$ cat src/rtl/intersection_phase_scheduler.sv
// Round-robin green-phase scheduler for an N-approach intersection.
// Optional EMERGENCY_PREEMPT_EN adds preempt/preempt_idx override inputs.
module intersection_phase_scheduler #(
  parameter int N_APPR       = 4,
  parameter int CNT_W        = 8,
  parameter int GREEN_MIN    = 8,
  parameter int GREEN_MAX    = 16,
  parameter int YELLOW_T     = 4,
  parameter int ALLRED_T     = 2,
  parameter int DEFAULT_APPR = 0,
  localparam int IDX_W       = $clog2(N_APPR)
) (
  input  logic                clk,
  input  logic                reset,
  input  logic                tick,
  input  logic [N_APPR-1:0]   sensor,
`ifdef EMERGENCY_PREEMPT_EN
  input  logic                preempt,
  input  logic [IDX_W-1:0]    preempt_idx,
`endif
  output logic [3*N_APPR-1:0] lights,
  output logic [N_APPR-1:0]   grant,
  output logic [N_APPR-1:0]   pending
);

  typedef enum logic [1:0] {
    S_ALLRED,
    S_GREEN,
    S_YELLOW
  } state_e;

  localparam logic [CNT_W-1:0] AR_LAST = CNT_W'(ALLRED_T - 1);
  localparam logic [CNT_W-1:0] GN_LAST = CNT_W'(GREEN_MIN - 1);
  localparam logic [CNT_W-1:0] GX_LAST = CNT_W'(GREEN_MAX - 1);
  localparam logic [CNT_W-1:0] Y_LAST  = CNT_W'(YELLOW_T - 1);
  localparam logic [IDX_W-1:0] DEF_IDX = IDX_W'(DEFAULT_APPR);

  state_e              state_q, state_d;
  logic [CNT_W-1:0]    timer_q, timer_d;
  logic [IDX_W-1:0]    cur_q, cur_d;
  logic [N_APPR-1:0]   pending_q, pending_d;
  logic [N_APPR-1:0]   grant_q, grant_d;
  logic [3*N_APPR-1:0] lights_q, lights_d;

  logic [N_APPR-1:0]   ign;
  logic [IDX_W-1:0]    next_idx;
  logic                found;
  logic                go;

  always_comb begin
    state_d   = state_q;
    timer_d   = timer_q;
    cur_d     = cur_q;
    ign       = '0;
    next_idx  = DEF_IDX;
    found     = 1'b0;
    go        = 1'b0;
    lights_d  = '0;
    grant_d   = '0;

    if (state_q == S_GREEN) begin
      ign[cur_q] = 1'b1;
    end
    pending_d = pending_q | (sensor & ~ign);

    // Scan starts just past cur and wraps back to cur last.
    for (int i = 1; i <= N_APPR; i++) begin
      if (!found && pending_q[(int'(cur_q) + i) % N_APPR]) begin
        next_idx = IDX_W'((int'(cur_q) + i) % N_APPR);
        found    = 1'b1;
      end
    end
`ifdef EMERGENCY_PREEMPT_EN
    if (preempt) begin
      next_idx = preempt_idx;
    end
`endif

    unique case (state_q)
      S_ALLRED: go = tick && (timer_q == AR_LAST);
      S_GREEN: begin
        if (cur_q == DEF_IDX) begin
          go = tick && (timer_q >= GN_LAST) && (|pending_q);
        end else begin
          go = tick && (timer_q >= GX_LAST);
        end
`ifdef EMERGENCY_PREEMPT_EN
        if (preempt) begin
          go = (cur_q != preempt_idx);
        end
`endif
      end
      S_YELLOW: go = tick && (timer_q == Y_LAST);
      default:  go = 1'b0;
    endcase

    if (go) begin
      timer_d = '0;
      unique case (state_q)
        S_ALLRED: begin
          state_d             = S_GREEN;
          cur_d               = next_idx;
          pending_d[next_idx] = 1'b0;
        end
        S_GREEN:  state_d = S_YELLOW;
        default:  state_d = S_ALLRED;
      endcase
    end else if (tick && (timer_q != '1)) begin
      timer_d = timer_q + 1'b1;
    end

    for (int i = 0; i < N_APPR; i++) begin
      lights_d[3*i +: 3] = 3'b100;
      if (state_d != S_ALLRED && cur_d == IDX_W'(i)) begin
        grant_d[i]         = 1'b1;
        lights_d[3*i +: 3] = (state_d == S_GREEN) ? 3'b001 : 3'b010;
      end
    end
  end

  always_ff @(posedge clk) begin
    if (reset) begin
      state_q   <= S_ALLRED;
      timer_q   <= '0;
      cur_q     <= DEF_IDX;
      pending_q <= '0;
      grant_q   <= '0;
      lights_q  <= {N_APPR{3'b100}};
    end else begin
      state_q   <= state_d;
      timer_q   <= timer_d;
      cur_q     <= cur_d;
      pending_q <= pending_d;
      grant_q   <= grant_d;
      lights_q  <= lights_d;
    end
  end

  assign lights  = lights_q;
  assign grant   = grant_q;
  assign pending = pending_q;

endmodule

$ cat config.mk
export PLATFORM = sky130hd
export DESIGN_NAME = intersection_phase_scheduler
export DESIGN_NICKNAME = d
export VERILOG_FILES = /design/src/rtl/intersection_phase_scheduler.sv
export SDC_FILE = /design/constraint.sdc
export NUM_CORES = 1
export LEC_CHECK = 0
export CAP_MARGIN = 10
export CORE_UTILIZATION = 49
export CTS_BUF_LIST = sky130_fd_sc_hd__clkbuf_4 sky130_fd_sc_hd__clkbuf_8
export CTS_CLUSTER_DIAMETER = 200
export DETAILED_ROUTE_END_ITERATION = 12
export PLACE_DENSITY_LB_ADDON = 0.12
export SYNTH_ARGS = -nofsm -noshare
export SYNTH_HDL_FRONTEND = slang
export SYNTH_SLANG_ARGS = --single-unit
$ cat constraint.sdc
create_clock -name clk -period 2.6 [get_ports clk]
set_input_delay 0.78 -clock clk [delete_from_list [all_inputs] [get_ports clk]]
set_output_delay 0.78 -clock clk [all_outputs]
set_load 0.02 [all_outputs]
==> flow_summary.toml <==
[outcome]
status = "finished, final reports clean"

[finish]
final_area_sq_um = 2010
syn2layout_area_growth_pct = 27.6
nets = 218
fillCellCount = 258
multi_input_area_sq_um = 878
mostFrequentLayoutCells = "dfxtp_1 (32), clkdlybuf4s50_1 (26), nor2_1 (24)"
final_common_cell = "dfxtp_1"
num_antenna_cells = 0
final_layout_size_suffix_gt1_share_pct = 15.9
finalNonFillerCells = 251
final-seq-area_sq_um = 641

[drt]
drcViolationCount = 0
post_drt_wl_per_cell_um = 13.1
viasPerCell = 5.32
firstDrtPassIters = 4
drt_iter0_drc = 49
vias = 1336
routed_wirelength_um = 3290
ant_nets = 0

[synth]
yosys.cell_types.count = 42
synth_nets = 184
syn_inst = 172
ys_seq_elements = 32
avgSynthCellArea_sq_um = 9.17
ys.flop_type = "dfxtp_1"
synth_edf_count = 0
postSynth.asyncResetShare_pct = 0
synth_area_sq_um = 1580
ys_seq_area_share_pct = 40.6
synth_warnings = 0

[clock_network]
clk_path_buf_depth = 2
clock_latency_ns = 0.33
cts_tree = "built"
cts_max_level = 2
numCtsBuffers = 5
cts.clk_slew.worst_paths_ns = 0.09
cts-root-buf = "clkbuf_4"
cts.sinks = 32

[placement]
hpwl_um = 2470
post-place-ws_ns = -0.315
placed_cells_incl_taps = 243
place_area_sq_um = 1920
portBuffers = 26
gp_congestion = 0.845

[job]
cap_violations = 0

[die]
die_h_um = 58.7
die-area_sq_um = 3450
num_rows = 20
coreArea_sq_um = 3050
io_pins = 27
die_w_um = 58.7
start_util_pct = 51.6

[pwr]
vdd_drop_max_v = 0.000494
power.leakage_nw = 0.757
power.total_w = 0.00111
pwr_density_cell_nw_per_um2 = 551

[sta]
finalMaxSlewViolations = 0
max_freq_mhz = 399
hold_viol = 0
fin_crit_ns = 2.51
tightest_slew_ns = 0.484
relSlewSlack_pct = 67.4
setup_viol = 0
worst_slack_ns = 0.0929
fin_tns_setup_ns = 0
finClkSkew_ns = 0.00971
fin_crit_sh_pct = 96.4

[worst_setup_path]
cp.arrival_ns = 2.74
cp-end-kind = "flop"
required_ns = 2.83
worstPathMaxFanout = 14
startpoint_type = "primary input"
worst-setup-path-type = "primary input to flop"

[grt]
grt_pass1_wl_um = 5510
grt.total_usage_pct = 21.4
antenna_found_initial = 0
grt_max_degree = 15
grt.overflow.total = 0
grt_pass1_vias = 1277

[worst_hold_path]
min_path_type = "flop to flop"
## per-layer routing
metal / vias up / share of wire (%) / routed length, um / GRT usage [%]
met3: 8 / 4.4 / 143 / 5.05
met1: 632 / 46 / 1500 / 25.5
li1: 670 / - / - / -
met5: - / 0 / 0 / 0
met2: 26 / 48 / 1590 / 36.4
met4: 0 / 1.6 / 53 / 9.52
## stage by stage
stage / hold WS, ns / utilization, %
after floorplan: 0.484 / -
after global placement: 0.522 / 62.9
after detailed placement: 0.519 / 62.9
after CTS: 0.546 / 65.5
after global routing: 0.582 / 65.9
final: 0.554 / 65.9
## Yosys cell counts, types with 4 or more instances
master | count | area [sq um]
dfxtp_1 | 32 | 641
nand2_1 | 16 | 60.1
mux2i_1 | 7 | 70.1
nand3_1 | 7 | 35.0
clkbuf_1 | 5 | 18.8
a21oi_1 | 7 | 35.0
xnor2_1 | 4 | 35.0
xor2_1 | 5 | 43.8
nor3_1 | 4 | 20.0
nor2_1 | 24 | 90.1
a211oi_1 | 5 | 37.5
ha_1 | 5 | 62.6
nand4_1 | 4 | 25.0
## cell families (layout without fill, tap and decap cells)
| logic type | after synthesis | count (layout) | synth area share [%] |
|---|---|---|---|
| AOI/OAI and AO/OA | 24 | 24 | 10.8 |
| xor gates and xnor gates | 9 | 9 | 5.00 |
| adders and majority gates | 5 | 5 | 3.97 |
| buffers and inverters | 13 | 48 | 4.36 |
| DFF | 32 | 32 | 40.6 |
| muxes | 12 | 12 | 9.68 |
| and+or+nand+nor | 77 | 77 | 25.6 |
## report_power, final
| part | total [W] | switching, W | leakage [nW] | internal, W |
|---|---|---|---|---|
| Combinational | 0.000204 | 0.000105 | 0.452 | 0.0000986 |
| Sequential | 0.000528 | 0.0000214 | 0.260 | 0.000507 |
| Clock | 0.000377 | 0.000165 | 0.0456 | 0.000212 |
| Total | 0.00111 | 0.000291 | 0.757 | 0.000817 |
## worst max-delay path: stages
cell,delay (ns)
clkdlybuf4s50_1,0.47
nor2b_1,0.12
nand4_1,0.12
or4_4,0.47
buf_4,0.17
mux2i_1,0.20
buf_4,0.22
nand2b_1,0.14
nor2_1,0.05
## registers in the layout, summed over array words and instances (netlist names)
register,cells
timer_q,8
cur_q,2
grant,4
lights,12
state_q,2
pending,4
## repair_timing
item | CTS | global route
setup buffers | 0 | 0
gates resized for setup | 0 | 3
hold buffers | 0 | 0
setup endpoints to repair | 0 | 11
## layout make-up
class,instances,share of cell area (%)
clock buffers,6,2.24
clock inverters,2,1.74
inverters,2,0.373
multi-input cells,127,43.7
flip-flops and latches,32,31.8
well taps,44,2.74
repair buffers,38,17.4
## final timing paths
check             startpoint         end  slack [ns]  depth (start not counted)
setup / recovery        tick   lights[4]        0.09                          9
hold reg to reg   timer_q[1]  timer_q[1]        0.55                          2
hold / removal    timer_q[1]  timer_q[1]        0.55                          2
setup reg to reg    cur_q[0]    grant[0]        0.12                          9
No activity file was read; power rests on OpenSTA's default activity.
